File: src/rtl/sqrt_iter_pkg.sv
// sqrt_iter_pkg: shared default root width and controller state encoding.
package sqrt_iter_pkg;
  localparam int W_DEF = 128;
  typedef enum logic {IDLE, CALC} state_t;
endpackage

File: src/rtl/sqrt_iter_step.sv
// sqrt_step: one restoring square-root iteration, bringing down two radicand bits and producing one root bit.
module sqrt_step #(
  parameter int W = sqrt_iter_pkg::W_DEF
) (
  input  logic [W+1:0] r,
  input  logic [W-1:0] q,
  input  logic [1:0]   bits,
  output logic [W+1:0] r_next,
  output logic [W-1:0] q_next
);
  logic [W+1:0] rs;
  logic [W+2:0] t;
  assign rs = (r << 2) | {{W{1'b0}}, bits};
  // one extra bit so the borrow of the trial subtraction is the sign
  assign t = {1'b0, rs} - {1'b0, q, 2'b01};
  assign r_next = t[W+2] ? rs : t[W+1:0];
  assign q_next = (q << 1) | {{(W-1){1'b0}}, ~t[W+2]};
endmodule

File: src/rtl/sqrt_iter.sv
// sqrt_iter: iterative floor square root of a 2*W-bit radicand, one root bit per clock.
module sqrt_iter
  import sqrt_iter_pkg::*;
#(
  parameter int W = W_DEF
) (
  input  logic           clk,
  input  logic           rst,
  input  logic           start,
  input  logic [2*W-1:0] a,
  output logic [W-1:0]   root,
  output logic [W:0]     rem,
  output logic           done,
  output logic           busy
);
  localparam int CW = $clog2(W);
  state_t state, state_n;
  logic [CW-1:0]  cnt;
  logic [2*W-1:0] opd;
  logic [W+1:0]   r, r_n;
  logic [W-1:0]   q, q_n;
  sqrt_step #(.W(W)) u_step (
    .r(r), .q(q), .bits(opd[2*W-1:2*W-2]), .r_next(r_n), .q_next(q_n)
  );
  assign busy = (state == CALC);
  always_comb begin
    state_n = state;
    if (state == IDLE && start) state_n = CALC;
    else if (state == CALC && cnt == '0) state_n = IDLE;
  end
  always_ff @(posedge clk or posedge rst) begin
    if (rst) begin
      state <= IDLE;
      cnt   <= '0;
      opd   <= '0;
      r     <= '0;
      q     <= '0;
      root  <= '0;
      rem   <= '0;
      done  <= 1'b0;
    end else begin
      state <= state_n;
      done  <= 1'b0;
      if (state == IDLE && start) begin
        opd <= a;
        r   <= '0;
        q   <= '0;
        cnt <= CW'(W - 1);
      end else if (state == CALC) begin
        opd <= opd << 2;
        r   <= r_n;
        q   <= q_n;
        cnt <= cnt - CW'(1);
        if (cnt == '0) begin
          root <= q_n;
          rem  <= r_n[W:0];
          done <= 1'b1;
        end
      end
    end
  end
endmodule

File: config.mk
export PLATFORM = sky130hd
export DESIGN_NAME = sqrt_iter
export DESIGN_NICKNAME = d
export VERILOG_FILES = /design/src/rtl/sqrt_iter_pkg.sv /design/src/rtl/sqrt_iter_step.sv /design/src/rtl/sqrt_iter.sv
export SDC_FILE = /design/constraint.sdc
export NUM_CORES = 2
export LEC_CHECK = 0
export ABC_CLOCK_PERIOD_IN_PS = 22600
export BUFFER_PORTS_ARGS = -buffer_cell sky130_fd_sc_hd__buf_2
export CAP_MARGIN = 25
export CORE_MARGIN = 2
export CORE_UTILIZATION = 25
export DETAILED_ROUTE_END_ITERATION = 12
export SETUP_SLACK_MARGIN = 0.5
export SYNTH_ARGS = -nofsm -noshare
export SYNTH_HDL_FRONTEND = slang
export SYNTH_SLANG_ARGS = --single-unit
File: constraint.sdc
create_clock -name clk -period 22.6 [get_ports clk]
set_input_delay 0 -clock clk [delete_from_list [all_inputs] [get_ports clk]]
set_output_delay 0 -clock clk [all_outputs]
set_load 0.02 [all_outputs]
# After elaboration in Yosys (flattened, before gate mapping)
# Index checks and enable logic that the tools add are counted.
[classes] bitwise=5 addsub=2 n_mux=14 reduce_logical=6
[op_table] cell="128-bit 2-to-1 mux" n=4
[op_table] cell="256-bit 2-to-1 mux" n=2
[op_table] cell="130-bit by 130-bit subtractor with 131-bit output" n=1
[op_table] cell="130-bit by 2-bit OR with 130-bit output" n=1
[op_table] cell="129-bit 2-to-1 mux" n=1
[op_table] cell="128-bit by 1-bit OR with 128-bit output" n=1
[op_table] cell="7-bit 2-to-1 mux" n=2
[op_table] cell="7-bit logical NOT" n=1
[op_table] cell="7-bit by 1-bit subtractor with 7-bit output, second input constant" n=1
[op_table] cell="1-bit 2-to-1 mux" n=5
[op_table] cell="2-bit nonzero test" n=2
[op_table] cell="1-bit NOT" n=3
[op_table] cell="3-bit AND reduction" n=1
[op_table] cell="1-bit logical AND" n=2
[word_totals] inputBits=259 ff_bits=778 output_inout_bits=259

# Depth between registers and ports, before layout
[logic_depth] ltp_word=6 ltp_mapped=16 mapped_depth_nobuf=14

# Modules after synthesis
# Synthesis repeated with hierarchy kept, for this count alone.
[hier_totals] cells_unflattened=4126 hier_area_um2=41910.2
[modules_own_cells] mod="sqrt_iter" instances=1 area_each_um2=30683.2 seq_area_each_um2=19518.7 cells_per_inst=2266
[modules_own_cells] mod="sqrt_step" instances=1 area_each_um2=11227.0 seq_area_each_um2=0.0 cells_per_inst=1860

# Worst setup path after synthesis
# OpenSTA, ideal clock, no wires.
[synth_path] kind="reg-to-reg" from="register q[0]" to="register rem[110]" setup_time_ns=0.125 required_time_ns=22.475 path_buffers=0 slack_ns=19.307 path_stages_with_launch=15 arrival_ns=3.169 synth_period_minus_slack_ns=3.293 path_cell_list="dfrtp_1 inv_1 ha_1 and2b_1 o211ai_1 a31o_2 o311a_1 o21ba_2 o21ai_2 a21oi_1 o21ai_0 a21boi_0 xnor2_1 mux2_1 mux2_2"
[synth_via] elab_chain_cells=2
[synth_lines] element="from (decl)" line="sqrt_iter.sv:21" text="logic [W-1:0] q, q_n;"
[synth_lines] element="from (signal assigned)" line="sqrt_iter.sv:52" text="q <= q_n;"
[synth_lines] element="130-bit by 130-bit subtractor with 131-bit output" line="sqrt_iter_step.sv:15" text="assign t = {1'b0, rs} - {1'b0, q, 2'b01};"
[synth_lines] element="129-bit 2-to-1 mux" line="sqrt_iter_step.sv:16" text="assign r_next = t[W+2] ? rs : t[W+1:0];"
[synth_lines] element="to (signal assigned)" line="sqrt_iter.sv:56" text="rem <= r_n[W:0];"
[synth_lines] element="to (decl)" line="sqrt_iter.sv:12" text="output logic [W:0] rem,"
# Every way passes these cells.
# A chain may end at the register's enable or synchronous reset.

# Worst setup path after layout
[layout_path] from="register q[54]" to="register r[48]"
[layout_via] elab_chain_cells=4
[layout_lines] element="130-bit by 130-bit subtractor with 131-bit output" line="sqrt_iter_step.sv:15"
[layout_lines] element="129-bit 2-to-1 mux" line="sqrt_iter_step.sv:16"
[layout_lines] element="128-bit 2-to-1 mux" line="sqrt_iter.sv:49" text="end else if (state == CALC) begin"
[layout_lines] element="128-bit 2-to-1 mux" line="sqrt_iter.sv:44" text="if (state == IDLE && start) begin"
[layout_lines] element="to (signal assigned)" line="sqrt_iter.sv:51" text="r <= r_n;"
[layout_lines] element="to (decl)" line="sqrt_iter.sv:20" text="logic [W+1:0] r, r_n;"
# Every way passes these cells. The select of a mux whose other input is x is not followed.

==> reports/results.ini <==
[worst_setup_path]
cp_max_fo=74
end_kind=flip-flop
start_kind=flip-flop
cp_num_buf_inv=3
worst_path_largest_cell_delay_ps=800
path_cells=inv_1, ha_1, nand4_1, nor3_2, nand3_1, nor4_2, nand2b_1, a32oi_1, o211ai_2, a31oi_4, buf_4, buf_4, o21ai_0, o21ai_0
arrival_ps=6110
crit_type=reg2reg
required_ps=23190
path_delay_family=buffers and inverters
critPathSlowestCell=buf_4

[placed_design]
gpl.final_weighted_congestion=0.9046
portBuffers=517
hpwl_um=101400

[hold_path]
hold_class=in2reg

[logic_synthesis]
avgSynthCellArea_um2=9.092
synth-edff-count=0
ys_ff_latch=778
yosys_warnings=0
yosysTopAreaCellShare_pct=47.65
syn-cell-area_um2=40860
syn_nets=4884
synthDistinctLibCells=88
synthCells=4494
synth_most_common_cell=nand2_1
ys_top_cells_by_area=dfrtp_1 48%, o21ai_0 7.9%, nand2_1 7.9%
yosysTopAreaCell=dfrtp_1
seq_area_frac_synth_pct=47.65
synth_ff_type=dfrtp_1
netlist_top_cells_count=856 x nand2_1, 778 x dfrtp_1, 642 x o21ai_0, 313 x mux2i_1, 232 x clkbuf_1
synthArstFlopShare_pct=100.0

[layout]
multi_input_area_um2=19500
drive_gt1_share_pct=14.99
synthToLayoutAreaGrowth_pct=25.77
nets=5509
final_core_util_pct=31.61
nFillCells=17000
register_area_um2=19470

[power_and_ir_drop]
peakVddDrop_mv=0.2179
p_leak_uw=0.02410
powerDensity_nw_per_um2=173.4

[cts]
post_cts_resize_count=0
clock_sinks=778
postCtsSetupBuffers=0
clock_latency_ps=700
cts_buffers=92
path_clk_slew_ps=60
cts_root_buf=clkbuf_16
ctsHoldBuffers=264
cts_tree=yes
cts_buffer_depth=3
h-tree-depth=3

[route]
drc=0
drt-pass1-iter-count=5
viasPerCell=4.766
wire_per_inst_um=18.83
wl_um=138900
via_count=35150
drt_iter0_drc=2521
ant_nets=0

[floorplanning]
io_pins=518
die_h_um=408.3
start_util_pct=25.13
rows=148
die_x_um=408.3
core_um2=162600
die-area_um2=166700

[timing]
finClkSkew_ps=37.00
relSlewSlack_pct=8.642
finalHoldViolCount=0
min_period_ps=5524
maxSlewViolCount=0
setup_tns_ps=0
worst_slew_pin_slew_ps=1370
rsz0062_at_grt=false
max_freq_mhz=181.0
final-setup-viol-count=0
fin_crit_sh_pct=24.44

[grt]
grt_max_degree=258
antenna_found_initial=8
grt_first_pass_wirelength_um=213900
grtUsageTotal_pct=16.28
grt-ovfl-total=0
grt_pass1_vias=35210

[job]
maxCapViolCount=0

[status]
status=finished, final reports clean

-- metal layers --
metal  track usage, %  share of wire [%]  routed length, um  vias to the layer above
li1                 -                  -                  -                    16960
met1            21.40                 45              62220                    17110
met2            26.53                 46              64330                      915
met3            3.949                6.5               9051                      166
met4            4.523                2.4               3324                        0
met5                0                  0                  0                        -
-- logic make-up (layout without fill, tap and decap cells) --
logic type	Yosys count	after routing	share of synthesized area [%]
AO/OA/AOI/OAI	1365	1365	19.69
AND/OR/NAND/NOR	1284	1284	13.14
multiplexers	336	336	8.302
adder cells (fa/ha/maj)	131	131	4.012
other	0	5	0
XOR/XNOR	120	120	2.572
buffers and inverters	480	1182	4.639
flip-flops	778	778	47.65
-- state kept, by name (all words and copies together), names as in the netlist --
name,cells
rem,129
root,128
busy,1
cnt,7
opd,256
r,128
q,128
done,1
-- through the flow --
stage          setup slack, ps  hold slack, ps  std cells  cell area, um^2  total power (uW)
6_report                 17080           112.7       7376            51390              8910
5_1_grt                  16610           75.57       7375            51380              9607
4_1_cts                  17140           35.55       7369            51320              8947
3_5_place_dp             17190           107.4       6934            45360              7248
3_3_place_gp             17230           107.6       6933            45330              7187
2_1_floorplan            758.3           156.4       4494            40860              5752
-- final cells by class --
| cell class | instances | area share [%] |
|---|---|---|
| clock inverter | 34 | 1.052 |
| sequential | 778 | 37.89 |
| antenna | 5 | 0.02435 |
| clock buffer | 137 | 5.398 |
| multi-input combinational | 3236 | 37.95 |
| tap | 2175 | 5.296 |
| inverter | 190 | 1.412 |
| timing repair buffer | 821 | 10.97 |
-- worst paths after layout --
check,start,endpoint,slack (ps),depth (start not counted)
worst min-delay path,a[0],opd[0],110,4
worst max-delay path,q[54],r[48],17080,14
worst min register to register,q[15],q[16],460,2
min in group asynchronous,rst,opd[60],510,4
max in group asynchronous,rst,root[76],18330,9
worst max register to register,q[54],r[48],17080,14
-- layout by cell type (no fill, tap or decap), drive strengths merged, types with 42 or more instances in the layout --
master / synthesis / routed
a21o: 67 / 67
a21oi: 227 / 227
buf: 57 / 557
clkbuf: 233 / 137
dfrtp: 778 / 778
dlygate4sd3: 0 / 264
ha: 131 / 131
inv: 190 / 194
mux2i: 313 / 313
nand2: 857 / 857
nand3: 102 / 102
nand4: 45 / 45
nor2: 157 / 157
nor3: 42 / 42
o21ai: 745 / 745
o31ai: 142 / 142
xnor2: 79 / 79
-- power breakdown --
part / internal [uW] / switching, uW / total, uW
clock: 969 / 641 / 1610
sequential: 1970 / 375 / 2340
combinational: 1770 / 3190 / 4960
total: 4700 / 4210 / 8910
-- tightest hold or removal path: stages --
cell and delay [ps]:
dlygate4sd3_1 530, buf_2 100, mux2i_1 50, nor2_1 80
Note: power is estimated with default switching activity, not from simulation.
